`src/rtl/demux_pkg.sv`:
```
// rtl/demux_pkg.sv - shared state encoding and select-width helper for stream_demux_n
package demux_pkg;

  typedef enum logic [1:0] {
    IDLE = 2'd0,
    LOCK = 2'd1,
    DROP = 2'd2
  } state_e;

  function automatic int clog2(input int n);
    int r;
    r = 0;
    while ((1 << r) < n) r++;
    return r;
  endfunction

endpackage

```
`src/rtl/stream_demux_slot.sv`:
```
// rtl/stream_demux_slot.sv - one-entry output register holding a beat and its last flag
module stream_demux_slot #(
  parameter int WIDTH = 8
) (
  input  logic             clk,
  input  logic             rst,
  input  logic             load_i,
  input  logic [WIDTH-1:0] data_i,
  input  logic             last_i,
  input  logic             ready_i,
  output logic             valid_o,
  output logic [WIDTH-1:0] data_o,
  output logic             last_o
);

  logic             valid_q, valid_d;
  logic [WIDTH:0]   beat_q, beat_d;

  // A load wins over a drain so a same-cycle refill keeps the slot full.
  always_comb begin
    valid_d = valid_q;
    beat_d  = beat_q;
    if (load_i) begin
      valid_d = 1'b1;
      beat_d  = {last_i, data_i};
    end else if (valid_q && ready_i) begin
      valid_d = 1'b0;
    end
  end

  always_ff @(posedge clk) begin
    if (rst) begin
      valid_q <= 1'b0;
      beat_q  <= '0;
    end else begin
      valid_q <= valid_d;
      beat_q  <= beat_d;
    end
  end

  assign valid_o = valid_q;
  assign data_o  = beat_q[WIDTH-1:0];
  assign last_o  = beat_q[WIDTH];

endmodule

```
`src/rtl/stream_demux_n.sv`:
```
// rtl/stream_demux_n.sv - 1-to-NCH packet-locked stream demux with per-channel output slots
module stream_demux_n
  import demux_pkg::*;
#(
  parameter int  WIDTH = 8,
  parameter int  NCH   = 4,
  localparam int SELW  = (clog2(NCH) < 1) ? 1 : clog2(NCH)
) (
  input  logic                 clk,
  input  logic                 rst,
  input  logic [WIDTH-1:0]     in_data,
  input  logic [SELW-1:0]      in_sel,
  input  logic                 in_last,
  input  logic                 in_valid,
  output logic                 in_ready,
  output logic [NCH*WIDTH-1:0] out_data,
  output logic [NCH-1:0]       out_last,
  output logic [NCH-1:0]       out_valid,
  input  logic [NCH-1:0]       out_ready,
  output logic                 err_sel
);

  state_e          state_q;
  logic [SELW-1:0] cur_sel_q;
  logic            err_q;

  logic [SELW-1:0] dest;
  logic            dest_ok;
  logic            dest_free;
  logic            accept;
  logic [NCH-1:0]  dest_oh;
  logic [NCH-1:0]  load;

  assign dest    = (state_q == LOCK) ? cur_sel_q : in_sel;
  // Widen by one bit so NCH itself is representable when it is a power of two.
  assign dest_ok = ({1'b0, dest} < (SELW+1)'(NCH));

  always_comb begin
    dest_oh = '0;
    for (int k = 0; k < NCH; k++) begin
      dest_oh[k] = (dest == SELW'(k));
    end
  end

  assign dest_free = |(dest_oh & (~out_valid | out_ready));
  assign in_ready  = !rst && (state_q == DROP || !dest_ok || dest_free);
  assign accept    = in_valid && in_ready;
  assign load      = (accept && state_q != DROP && dest_ok) ? dest_oh : '0;
  assign err_sel   = err_q;

  always_ff @(posedge clk) begin
    if (rst) begin
      state_q   <= IDLE;
      cur_sel_q <= '0;
      err_q     <= 1'b0;
    end else begin
      err_q <= 1'b0;
      if (accept) begin
        case (state_q)
          IDLE: begin
            if (!dest_ok) begin
              err_q <= 1'b1;
              if (!in_last) state_q <= DROP;
            end else if (!in_last) begin
              state_q   <= LOCK;
              cur_sel_q <= in_sel;
            end
          end
          LOCK:    if (in_last) state_q <= IDLE;
          DROP:    if (in_last) state_q <= IDLE;
          default: state_q <= IDLE;
        endcase
      end
    end
  end

  for (genvar k = 0; k < NCH; k++) begin : g_slot
    stream_demux_slot #(.WIDTH(WIDTH)) u_slot (
      .clk     (clk),
      .rst     (rst),
      .load_i  (load[k]),
      .data_i  (in_data),
      .last_i  (in_last),
      .ready_i (out_ready[k]),
      .valid_o (out_valid[k]),
      .data_o  (out_data[k*WIDTH +: WIDTH]),
      .last_o  (out_last[k])
    );
  end

endmodule
```
`config.mk`:
```
export PLATFORM = sky130hd
export DESIGN_NAME = stream_demux_n
export DESIGN_NICKNAME = d
export VERILOG_FILES = /design/src/rtl/demux_pkg.sv /design/src/rtl/stream_demux_slot.sv /design/src/rtl/stream_demux_n.sv
export SDC_FILE = /design/constraint.sdc
export NUM_CORES = 1
export LEC_CHECK = 0
export CAP_MARGIN = 15
export CORE_UTILIZATION = 30
export CTS_BUF_LIST = sky130_fd_sc_hd__clkbuf_16
export DETAILED_ROUTE_END_ITERATION = 10
export PLACE_DENSITY = 0.58
export SETUP_SLACK_MARGIN = 0.15
export SYNTH_ARGS = -nofsm -noshare
export SYNTH_HDL_FRONTEND = slang
export SYNTH_SLANG_ARGS = --single-unit
```
`constraint.sdc`:
```
create_clock -name clk -period 2.5 [get_ports clk]
set_clock_uncertainty 0.1 [all_clocks]
set_input_delay 0.375 -clock clk [delete_from_list [all_inputs] [get_ports clk]]
set_output_delay 0.375 -clock clk [all_outputs]
set_load 0.05 [all_outputs]
```
Word level (Yosys, flattened, before mapping)
Cells that the tools add are included.

Eq/ne operators: 8. Mux-type cells: 13. Bitwise gates (word level): 4. Reductions and logical operators: 19.

Operators with widths (number): $mux W1 (8); $reduce_bool A2 Y1 (4); $logic_and A1 B1 Y1 (7); $eq A2 B2 Y1 const B (3); $mux W2 (3); $reduce_and A3 Y1 (2); $and A4 B4 Y4 (1); $eq A2 B1 Y1 const B (2); $logic_not A2 Y1 (2); $mux W4 (1); $ne A2 B2 Y1 const B (2); $not A4 Y4 (1); $or A4 B4 Y4 (1); $pmux W2 S2 (1); $reduce_or A4 Y1 (1); $ne A2 B1 Y1 const B (1); $reduce_or A2 Y1 (1); $logic_not A1 Y1 (1); $logic_or A1 B1 Y1 (1); $not A1 Y1 (1).

Register bits after elaboration: 44. Input port bits: 18. Output and inout bits: 42. Word-level logic and storage cells: 54.

Longest topological paths before layout
Word-level depth: 11. Gate-level depth with buffers: 7. Gate-level depth less buffers: 5.

By module
From an unflattened synthesis, not the netlist that was laid out.

Cells, all modules: 164. Area total of the unflattened synthesis: 1691.6 sq um.

By module, submodules not included: stream_demux_slot (times used 4, cells an instance 33, area an instance 355.3 sq um, seq. area each 200.2 sq um); stream_demux_n (times used 1, cells an instance 32, area an instance 270.3 sq um, seq. area each 60.1 sq um).

Worst setup path after synthesis
No wires, ideal clock.

Path type: reg-to-output. Start: register state_q[0]. End: output port in_ready. Data arrival time: 1.746 ns. Data required time: 2.025 ns. Slack: 0.279 ns. Stages on the path, launching flop included: 5. Path buffers: 0. Cells stage by stage: dfxtp_1 mux2_4 mux2i_4 mux2i_4 nor2_1.

Cells in the longest elaborated chain, start to end: 7. Elaborated cells on any way between the ends: 11. Classes of those cells: eq/ne (5); mux (1); bitwise (1); reduce/logical (4).

RTL lines: start, declared (line stream_demux_n.sv:23) `state_e state_q;`; start signal, assigned (line stream_demux_n.sv:53) `state_q <= IDLE;`; start signal, assigned (line stream_demux_n.sv:63) `if (!in_last) state_q <= DROP;`; start signal, assigned (line stream_demux_n.sv:65) `state_q <= LOCK;`; $eq A2 B1 Y1 (line stream_demux_n.sv:34) `assign dest = (state_q == LOCK) ? cur_sel_q : in_sel;`; $mux W2 (line stream_demux_n.sv:34); $eq A2 B1 Y1, or another cell as far along (line stream_demux_n.sv:41) `dest_oh[k] = (dest == SELW'(k));`; $and A4 B4 Y4 (line stream_demux_n.sv:45) `assign dest_free = |(dest_oh & (~out_valid | out_ready));`; $reduce_or A4 Y1 (line stream_demux_n.sv:45); $logic_or A1 B1 Y1 * (line stream_demux_n.sv:46) `assign in_ready = !rst && (state_q == DROP || !dest_ok || dest_free);`; $logic_and A1 B1 Y1 * (line stream_demux_n.sv:46); end, declared (line stream_demux_n.sv:15) `output logic in_ready,`.

Mark *: on every way between the ends. The rest lies on a longest branch, timed or not.

Worst setup path after layout
Start: input port in_sel[0]. End: output port in_ready.

Cells in the longest elaborated chain, start to end: 6. Elaborated cells on any way between the ends: 9. Classes of those cells: eq/ne (3); mux (1); bitwise (1); reduce/logical (4).

RTL lines: start, declared (line stream_demux_n.sv:12) `input logic [SELW-1:0] in_sel,`; $mux W2 * (line stream_demux_n.sv:34); $eq A2 B1 Y1, or another cell as far along (line stream_demux_n.sv:41); $and A4 B4 Y4 * (line stream_demux_n.sv:45); $reduce_or A4 Y1 * (line stream_demux_n.sv:45); $logic_or A1 B1 Y1 * (line stream_demux_n.sv:46); $logic_and A1 B1 Y1 * (line stream_demux_n.sv:46).

Marked as above.

==> results.md <==
* Post-DRT Antenna Nets at 0
* Synth Area in Compound Gates at 3.338%
* Post-Syn Instances at 173
* R2r startpoint: state_q[0]
* Gr usage total at 13.20%
* Via/cell ratio at 4.337
* Distinct cells, synth at 23
* Die W at 78.63 um
* Top FF cell, synth: dfxtp_1
* Final instance area at 2535 um^2
* Final nets at 245
* DR pass1 iterations at 4
* Die Y at 78.63 um
* Vias in the first global route at 1,242
* Clock slew at reported path FFs at 0.06 ns
* Startpoint class of the critical path: primary input
* Synth Area in Simple Gates at 14.42%
* Rel. slew slack at 64.95%
* WP data required at 2.03 ns
* Total power at 1.555 mW
* Hold Crit Class: reg -> reg
* Hold-fix buffers at CTS at 0
* CTS tree: yes
* # IOs at 60
* Global route overflow at 0
* Syn Area/Cell at 10.18 um^2
* Post-Synth Adder-Cell Area at 0%
* Final number of setup-violating endpoints at 0
* Largest net degree at the start of global routing at 44
* CTS max path bufs at 2
* Min-delay src: g_slot[2].u_slot.valid_o
* Fin. Hold Viols at 0
* Diodes inserted at 0
* Core Box Area at 5574 um^2
* Sequential cell area fraction in the yosys report at 48.86%
* Top post-synthesis cells by count: dfxtp_1, nor2_1, mux2i_1
* R2R Setup Slk at 0.68 ns
* Die Area at 6183 um^2
* Critical Path Fanout Max at 3
* Cell row count at 27
* Critical R2R Capture: state_q[0]
* Share of async-settable or async-resettable flops after synthesis at 0%
* Avg WL per Cell at 12.72 um
* Pre-CTS setup slack at 0.1450 ns
* Main combinational cell family by area after synthesis: multiplexers
* FMAX at 0.4353 GHz
* Crit path kind: in -> out
* Unrepaired setup endpoints after global routing: no
* Fin. max-slew vios at 0
* CTS buffer count at 5
* Initial core utilization at 31.60%
* Drt drc at 0
* Layout cells sized above 1 at 10.53%
* Worst-case reg-to-reg path depth at 6
* Setup slack after layout at 0.2025 ns
* #FFs+latches synth at 43
* CTS H-Tree Depth at 2
* Leak at 1.022 nW
* WL final at 3.817 mm
* Critical Path End Type: output pin
* Post-synthesis cell area at 1762 um^2
* Area delta synth->final at 43.89%
* Clk_lat worst skew at 0.27 ns
* Mapped Nets at 191
* Initial antenna violation count at 0
* Starting DRT DRC Count at 48
* Worst Hold Margin at 0.3830 ns
* DP Wirelength at 2.554 mm
* Worst EP arrival at 1.82 ns
* Placed cell area at 2385 um^2
* Via count at 1,301
* Hold Path Sink: g_slot[2].u_slot.valid_o
* Synth Area in XOR/XNOR at 0%
* Fin crit period at 2.297 ns
* Number of clock sinks at 43
* Global-route wire length before repair at 6.258 mm
* Yosys Warn Count at 0
* Fin Setup TNS at 0 ns
* EDFF count, synth at 0
* Clk root buf: clkbuf_16
* Worst slew pin tran at 0.5241 ns
* Synth area leader: dfxtp_1
* PortBufs at 58
* Routability Congestion at 0.7668
* Max VDD drop at 0.0002938 V
* Max-Cap Viols at 0
* Synth top area cells: dfxtp_1, mux2i_1, nor2_1
* Hold path depth at 2
* Power per Cell Area at 613.6 nW/um^2
* Final period util at 91.90%
* Synth top area share at 48.86%
* Status: finished clean
* Post-synthesis mux area share at 26.56%
cells in the final DEF (no fill, tap or decap), drive strengths merged:
master / count
clkdlybuf4s50: 57
nor2: 43
dfxtp: 43
mux2i: 40
buf: 7
clkbuf: 5
a21oi: 5
nand2b: 4
nor2b: 3
inv: 3
nand2: 3
o21ai: 3
mux2: 2
or3: 2
nor4: 1
nor3: 1
nand3: 1
o21a: 1
o31ai: 1
conb: 1
clkinvlp: 1
clkinv: 1
registers in the layout, summed over array words and instances (netlist names):
| name | flops |
|---|---|
| state_q | 1 |
| cur_sel_q | 2 |
| g_slot.u_slot.beat_q | 36 |
| g_slot.u_slot.valid_o | 4 |
power by group:
group | total (mW) | leakage [nW] | switching (mW) | internal, mW
Clock | 0.620 | 0.0710 | 0.256 | 0.364
Combinational | 0.221 | 0.602 | 0.129 | 0.0915
Sequential | 0.715 | 0.349 | 0.0111 | 0.704
Total | 1.56 | 1.02 | 0.396 | 1.16
worst max-delay path: stages:
cell and delay (ns):
clkdlybuf4s50_1 0.42, mux2_4 0.31, mux2_4 0.32, mux2i_4 0.15, nor2_1 0.09, buf_12 0.15
layer usage:
layer  up-vias  share of wire, %  wire (um)  track usage, %
met5         -                 0          0               0
met4         0              0.60         23           3.889
met3         2               7.1        270           5.233
met2        38                43       1649           19.91
met1       587                49       1874           17.19
li1        674                 -          -               -
worst max-delay path by stage:
stage                from       end  slack (ns)  cells past startpoint
6_report        in_sel[0]  in_ready        0.20                      6
5_1_grt         in_sel[0]  in_ready        0.15                      6
4_1_cts         in_sel[0]  in_ready        0.20                      6
3_5_place_dp    in_sel[0]  in_ready        0.15                      6
3_3_place_gp    in_sel[0]  in_ready        0.16                      6
2_1_floorplan  state_q[0]  in_ready        0.28                      4
kinds of logic (layout without fill, tap and decap cells):
logic type             Yosys count  in the layout
DFF                             43             43
muxes                           42             42
other                            1              1
AOI/OAI and AO/OA               10             10
buffers and inverters           19             74
and+or+nand+nor                 58             58
per-stage QoR:
stage | std cells | utilization, %
floorplan | 173 | -
global placement | 291 | 42.78
detailed placement | 291 | 42.78
CTS | 300 | 45.48
global route | 300 | 45.48
finish | 300 | 45.48
final cells by class:
cell class | count | area, um^2
multi-input cells | 111 | 798.3
clock inverters | 3 | 16.27
flip-flops and latches | 43 | 862.1
inverters | 2 | 7.507
fillers | 537 | 3039
repair buffers | 64 | 635.6
clock buffers | 5 | 125.1
well taps | 72 | 90.09
repair_timing:
| item | 4_1_cts | 5_1_grt |
|---|---|---|
| buffers inserted | 1 | 0 |
| endpoints found under the setup margin | 1 | 0 |
| gates resized for setup | 1 | 0 |
Power figures use the tool's default switching activity.
